===== src/rtl/router_pkg.sv =====
// Shared constants and helpers for the 1x3 router channel logic.
package router_pkg;

    localparam int unsigned NUM_CH      = 3;
    localparam int unsigned ADDR_W      = 2;
    localparam int unsigned TIMEOUT_DEF = 30;
    localparam int unsigned CNT_W_DEF   = 5;

    // Header address field; ADDR_NONE routes the packet nowhere.
    typedef enum logic [ADDR_W-1:0] {
        ADDR_CH0  = 2'b00,
        ADDR_CH1  = 2'b01,
        ADDR_CH2  = 2'b10,
        ADDR_NONE = 2'b11
    } chan_addr_e;

    // One-hot channel select for a latched address; ADDR_NONE selects nothing.
    function automatic logic [NUM_CH-1:0] addr_to_onehot(input chan_addr_e addr);
        logic [NUM_CH-1:0] sel;
        sel = '0;
        case (addr)
            ADDR_CH0: sel = 3'b001;
            ADDR_CH1: sel = 3'b010;
            ADDR_CH2: sel = 3'b100;
            default:  sel = 3'b000;
        endcase
        return sel;
    endfunction

endpackage : router_pkg


===== src/rtl/router_timeout_ctr.sv =====
// Per-channel idle timeout: pulses soft_reset for one cycle after TIMEOUT
// consecutive cycles in which the channel holds data that nobody reads.
module router_timeout_ctr #(
    parameter int unsigned TIMEOUT = 30,
    parameter int unsigned CNT_W   = 5
) (
    input  logic clock,
    input  logic resetn,
    input  logic vld,
    input  logic read_enb,
    output logic soft_reset
);

    logic [CNT_W-1:0] cnt_q;
    logic [CNT_W-1:0] cnt_d;
    logic             soft_q;
    logic             soft_d;
    logic             idle;

    assign idle = vld & ~read_enb;

    // Next-state: a pulse or any non-idle cycle restarts the count; the
    // terminal count wraps to zero while raising the pulse.
    always_comb begin
        cnt_d  = '0;
        soft_d = 1'b0;
        if (soft_q) begin
            cnt_d = '0;
        end else if (!idle) begin
            cnt_d = '0;
        end else if (cnt_q == CNT_W'(TIMEOUT - 1)) begin
            cnt_d  = '0;
            soft_d = 1'b1;
        end else begin
            cnt_d = cnt_q + CNT_W'(1);
        end
    end

    // State register with synchronous reset cancelling any pending pulse.
    always_ff @(posedge clock) begin
        if (!resetn) begin
            cnt_q  <= '0;
            soft_q <= 1'b0;
        end else begin
            cnt_q  <= cnt_d;
            soft_q <= soft_d;
        end
    end

    assign soft_reset = soft_q;

endmodule : router_timeout_ctr


===== src/rtl/router_chan_ctrl.sv =====
// Channel controller between the router input FSM and the three output FIFOs:
// latches the header address, steers the write strobe, returns the selected
// FIFO's full flag, and runs one idle timeout per channel.
module router_chan_ctrl
    import router_pkg::*;
#(
    parameter int unsigned TIMEOUT = TIMEOUT_DEF,
    parameter int unsigned CNT_W   = CNT_W_DEF
) (
    input  logic        clock,
    input  logic        resetn,
    input  logic        detect_add,
    input  logic [1:0]  data_in,
    input  logic        write_enb_reg,
    input  logic        empty_0,
    input  logic        empty_1,
    input  logic        empty_2,
    input  logic        full_0,
    input  logic        full_1,
    input  logic        full_2,
    input  logic        read_enb_0,
    input  logic        read_enb_1,
    input  logic        read_enb_2,
    output logic [2:0]  write_enb,
    output logic        fifo_full,
    output logic        vld_out_0,
    output logic        vld_out_1,
    output logic        vld_out_2,
    output logic        soft_reset_0,
    output logic        soft_reset_1,
    output logic        soft_reset_2
);

    chan_addr_e        addr_q;
    chan_addr_e        addr_d;
    logic [NUM_CH-1:0] sel;
    logic [NUM_CH-1:0] empty_v;
    logic [NUM_CH-1:0] full_v;
    logic [NUM_CH-1:0] rd_v;
    logic [NUM_CH-1:0] vld_v;
    logic [NUM_CH-1:0] srst_v;

    assign empty_v = {empty_2, empty_1, empty_0};
    assign full_v  = {full_2, full_1, full_0};
    assign rd_v    = {read_enb_2, read_enb_1, read_enb_0};

    // Address capture while the FSM decodes the header; held otherwise.
    always_comb begin
        addr_d = addr_q;
        if (detect_add) begin
            addr_d = chan_addr_e'(data_in);
        end
    end

    // Address register; an unrouted address is the safe reset value.
    always_ff @(posedge clock) begin
        if (!resetn) begin
            addr_q <= ADDR_NONE;
        end else begin
            addr_q <= addr_d;
        end
    end

    assign sel = addr_to_onehot(addr_q);

    // Write steering and full-flag return use the previously latched address,
    // so a header cycle that also writes still targets the old channel.
    always_comb begin
        write_enb = 3'b000;
        fifo_full = 1'b0;
        if (write_enb_reg) begin
            write_enb = sel;
        end
        fifo_full = |(sel & full_v);
    end

    assign vld_v = ~empty_v;

    // One independent timeout per channel.
    for (genvar g = 0; g < NUM_CH; g++) begin : g_tmo
        router_timeout_ctr #(
            .TIMEOUT (TIMEOUT),
            .CNT_W   (CNT_W)
        ) u_tmo (
            .clock      (clock),
            .resetn     (resetn),
            .vld        (vld_v[g]),
            .read_enb   (rd_v[g]),
            .soft_reset (srst_v[g])
        );
    end

    assign vld_out_0    = vld_v[0];
    assign vld_out_1    = vld_v[1];
    assign vld_out_2    = vld_v[2];
    assign soft_reset_0 = srst_v[0];
    assign soft_reset_1 = srst_v[1];
    assign soft_reset_2 = srst_v[2];

endmodule : router_chan_ctrl


===== config.mk =====
export PLATFORM = sky130hd
export DESIGN_NAME = router_chan_ctrl
export DESIGN_NICKNAME = d
export VERILOG_FILES = /design/src/rtl/router_pkg.sv /design/src/rtl/router_timeout_ctr.sv /design/src/rtl/router_chan_ctrl.sv
export SDC_FILE = /design/constraint.sdc
export NUM_CORES = 1
export LEC_CHECK = 0
export CORE_MARGIN = 8
export CORE_UTILIZATION = 40
export CTS_BUF_LIST = sky130_fd_sc_hd__clkbuf_16
export CTS_CLUSTER_DIAMETER = 80
export DETAILED_ROUTE_END_ITERATION = 10
export PLACE_DENSITY = 0.71
export SYNTH_ARGS = -nofsm -noshare
export SYNTH_HDL_FRONTEND = slang
export SYNTH_SLANG_ARGS = --single-unit

===== constraint.sdc =====
create_clock -name clock -period 1.83 [get_ports clock]
set_clock_uncertainty 0.05 [all_clocks]
set_input_delay 0.2745 -clock clock [delete_from_list [all_inputs] [get_ports clock]]
set_output_delay 0.2745 -clock clock [all_outputs]
set_load 0.05 [all_outputs]

---- After elaboration in Yosys (flattened, before gate mapping) ----
Index checks and enable logic that the tools add are counted.
cells by class
  add/sub/neg operators ................... 3
  eq/ne operators ......................... 5
  multiplexer cells ....................... 5
  bitwise operators ....................... 12
  reductions and logical operators ........ 8
operator list
  cell                 number
  $add 5x1->5 const B  3
  $eq 5x5->1 const B   3
  $reduce_or 3->1      4
  $reduce_or 4->1      3
  $pmux 3 s3           1
  $not 1->1            7
  $and 1x1->1          3
  $and 3x3->3          1
  $mux 1               3
  $mux 3               1
  $not 3->3            1
  $eq 2x1->1 const B   1
  $eq 2x2->1 const B   1
  $logic_not 2->1      1
storage, ports and cells
  flip-flop bits (word level) ............. 20
  input port bits ......................... 15
  word-level logic and storage cells ...... 40

---- Longest topological paths before layout ----
  word-level depth ........................ 4
  gate-level depth with buffers ........... 5
  mapped depth without buffers ............ 5

---- Modules after synthesis ----
A second synthesis with hierarchy kept.
unflattened totals
  cell total of the unflattened synthesis .. 84
  area total of the unflattened synthesis .. 845.8 µm²
by module, submodules not included
  module              instances  cells each  area an instance (µm²)  sequential area each (µm²)
  router_timeout_ctr  3          23          239.0                   120.1
  router_chan_ctrl    1          15          128.9                   40.0

---- Worst setup path after synthesis ----
Ideal clock, no wire load.
  path kind ............................... register -> output
  from .................................... register addr_q[0]
  to ...................................... output port fifo_full
  arrival time ............................ 1549 ps
  data required time ...................... 1505 ps
  setup slack ............................. -44 ps
  cell stages (with the launch flop) ...... 3
  path buffers ............................ 0
  path through ............................ dfxtp_1 mux2i_1 o21ai_0
on the way
  cells in the longest elaborated chain, start to end .. 4
  elaborated cells between the ends (all ways) .. 6
  classes of those cells .................. eq/ne (2); mux (1); bitwise (1); reduce/logical (2)
RTL lines
  item                                      line                    RTL
  start: declaration                        router_chan_ctrl.sv:34  chan_addr_e addr_q;
  start signal: assignment                  router_chan_ctrl.sv:60  addr_q <= addr_d;
  $eq 2x2->1, or another cell as far along  router_pkg.sv:21        case (addr)
  $pmux 3 s3 (*)                            router_pkg.sv:21
  $and 3x3->3 (*)                           router_chan_ctrl.sv:74  fifo_full = |(sel & full_v);
  $reduce_or 3->1 (*)                       router_chan_ctrl.sv:74
  end: declaration                          router_chan_ctrl.sv:25  output logic fifo_full,
Every way passes the cells marked *; elsewhere a longest branch is shown, timed or not.

---- Final worst setup path ----
  from .................................... input port write_enb_reg
  to ...................................... output port write_enb[0]
on the way
  cells in the longest elaborated chain, start to end .. 1
RTL lines
  item                line                    RTL
  start: declaration  router_chan_ctrl.sv:14  input logic write_enb_reg,
  $mux 3              router_chan_ctrl.sv:71  if (write_enb_reg) begin
  end: declaration    router_chan_ctrl.sv:24  output logic [2:0] write_enb,
No other way between the ends.

==> out/results.txt <==
status -> finished clean
Post-Syn Nets -> 106
clock sinks -> 20
final wirelength -> 1690 um
footprint of the multi-input gates -> 442 um2
switch share -> 0.188
count leader, synth -> dfxtp_1
clock power share -> 0.508
CP max FO -> 3
CORE AREA -> 2130 um2
hold crit path type -> reg2reg
num rows -> 17
width of the die -> 62.5 um
pin count of the biggest net entering global routing -> 13
TritonCTS Buffers -> 3
number of global-route vias before repair -> 636
VDD IR max -> 0.000612 V
Die Y -> 62.5 um
htree depth -> 1
crit-path cells -> clkdlybuf4s50_1, nor3b_1, buf_12
synth-to-layout area growth -> 51.2%
post-synthesis register bit count -> 20
share of cells above drive strength 1 -> 0.177
FMAX -> 613 MHz
Worst-Margin Slew -> 0.374 ns
Nets -> 135
Die ar. -> 3910 um2
Max Slew Vio Count -> 0
Post-Syn Area -> 865 um2
Remaining DRCs -> 0
crit path time final -> 1.63 ns
Synth Area in XOR/XNOR -> 0.0912
register area share after synthesis -> 0.463
post-synthesis simple-gate area fraction -> 0.292
Starting Density -> 0.406
Register Area -> 400 um2
Post-synth EDFFs -> 0
first-pass GRT wire length -> 2890 um
CTS resizes -> 0
DP HPWL -> 1360 um
gr ovfl total -> 0
First-pass DRT Iterations -> 3
top cell type's share of synthesized area -> 0.463
Worst path top cell family by delay -> buffers and inverters
leak pwr -> 0.527 nW
initial antenna violation count -> 0
DP Area -> 1200 um2
Worst path slowest cell -> clkdlybuf4s50_1
largest area contributor in the netlist -> dfxtp_1
# IOs -> 25
fin area -> 1310 um2
GRT Util Overall -> 0.0923
Hold-fix buffers, CTS -> 0
Synth Area in Compound Gates -> 0.00579
mux contribution to synthesized area -> 0.0347
WP buf/inv -> 2
Final Setup Violations -> 0
Comb power frac -> 0.107
Yosys warning count -> 0
crit path kind -> in2out
Routed Antenna Nets -> 0
DR vias -> 647
Synth top cells by count -> dfxtp_1 (20), nor2_1 (16)
pre-CTS WS -> 0.197 ns
initial DRC count -> 20
global placement routability congestion -> 0.657
RSZ-0062 raised after global routing -> no
ys flop type -> dfxtp_1
Post-Synth Adder-Cell Area -> 0.0868
Flop pwr share -> 0.386
clock buffer depth -> 2
CP required -> 1.51 ns
Root Driver -> clkbuf_16
top cells by area, synth -> dfxtp_1 (46%), ha_1 (8.7%), nor4b_4 (8.2%), nor2_1 (6.9%), xor2_1 (6.1%)
Worst-path clk slew -> 0.05 ns
Worst Setup End Kind -> output port
ys async rst share -> 0
CP Data Arrival Time -> 1.31 ns
routed vias/inst -> 4.59
NetSw -> 0.219 mW
synth unique cells -> 17
CTS tree -> done
period utilization -> 0.892
DR WL/cell -> 12.0 um
Slew HR -> 0.750
n_diodes -> 0
crit-path max cell delay -> 0.49 ns
Power Internal -> 0.945 mW
maxcap violations -> 0
Avg Synthesized Cell Area -> 10.2 um2
fin worst setup slack -> 0.198 ns
Pwr per Cell Area -> 890 nW/um2
CP startpoint kind -> input port
placed cells -> 137
fillcell total -> 166
TNS Setup -> 0 ns
post-synthesis cell count -> 85
largest family of logic cells by synthesized area -> simple AND/OR/NAND/NOR gates
port buffer count -> 24
Final Non-Filler Cells -> 141
clk_lat worst skew -> 0.25 ns
final hold vios -> 0
Setup Fix Bufs, Post-CTS -> 0
[routing by layer]
metal  part of all wire  vias up  GRT usage
li1                   -      335          -
met1               0.46      286      0.106
met2               0.45       21      0.141
met3              0.063        5     0.0341
met4              0.026        0     0.0598
met5                  0        -          0
[power by group through the flow]
stage / sequential, mW / clock (mW) / combinational [mW]
2_1_floorplan: 0.457 / 0 / 0.0518
3_3_place_gp: 0.458 / 0 / 0.124
3_5_place_dp: 0.458 / 0 / 0.125
4_1_cts: 0.449 / 0.602 / 0.126
5_1_grt: 0.450 / 0.615 / 0.131
6_report: 0.449 / 0.591 / 0.124
[state kept, by name, summed over array words and instances (netlist names)]
| name | flops |
|---|---|
| g_tmo.u_tmo.cnt_q | 15 |
| addr_q | 2 |
| g_tmo.u_tmo.soft_reset | 3 |
[cell families after synthesis]
group | Yosys count
simple gates | 40
flops | 20
xor+xnor | 9
buf+inv | 6
fa+ha+maj | 6
mux | 3
compound gates | 1
[metrics by stage]
step                utilization  hold slack, ns  power [mW]
floorplan                     -           0.286       0.509
global placement          0.565           0.398       0.582
detailed placement        0.565           0.405       0.583
CTS                       0.615           0.417        1.18
global route              0.615           0.442        1.20
finish                    0.615           0.412        1.16
[worst paths after layout]
path | slack [ns] | cells after the start | startpoint | endpoint
hold reg to reg | 0.41 | 1 | g_tmo[2].u_tmo.cnt_q[0] | g_tmo[2].u_tmo.cnt_q[0]
setup reg to reg | 0.77 | 5 | g_tmo[0].u_tmo.cnt_q[1] | g_tmo[0].u_tmo.cnt_q[4]
hold / removal | 0.41 | 1 | g_tmo[2].u_tmo.cnt_q[0] | g_tmo[2].u_tmo.cnt_q[0]
setup / recovery | 0.20 | 3 | write_enb_reg | write_enb[0]
[cells in the final DEF, fill, tap and decap left out, drive strengths merged]
master and count:
dfxtp 20, ha 6, nor2b 3, and3b 1, xor2 6, buf 10, mux2i 3, nand4 3
xnor2 3, clkdlybuf4s50 14, nand3 6, o21ai 1, clkbuf 3, nand2 6, bufinv 1, inv 6
nand3b 1, nor4b 3, nor2 16, nor3b 1
[final cells by class]
type                            count  share of cell area
Inverter                            6              0.0172
Clock buffer                        3              0.0574
Tap cell                           28              0.0268
Timing Repair Buffer               24               0.232
Multi-Input combinational cell     59               0.338
Sequential cell                    20               0.306
Clock inverter                      1              0.0230
No activity file was read; power rests on OpenSTA's default activity.
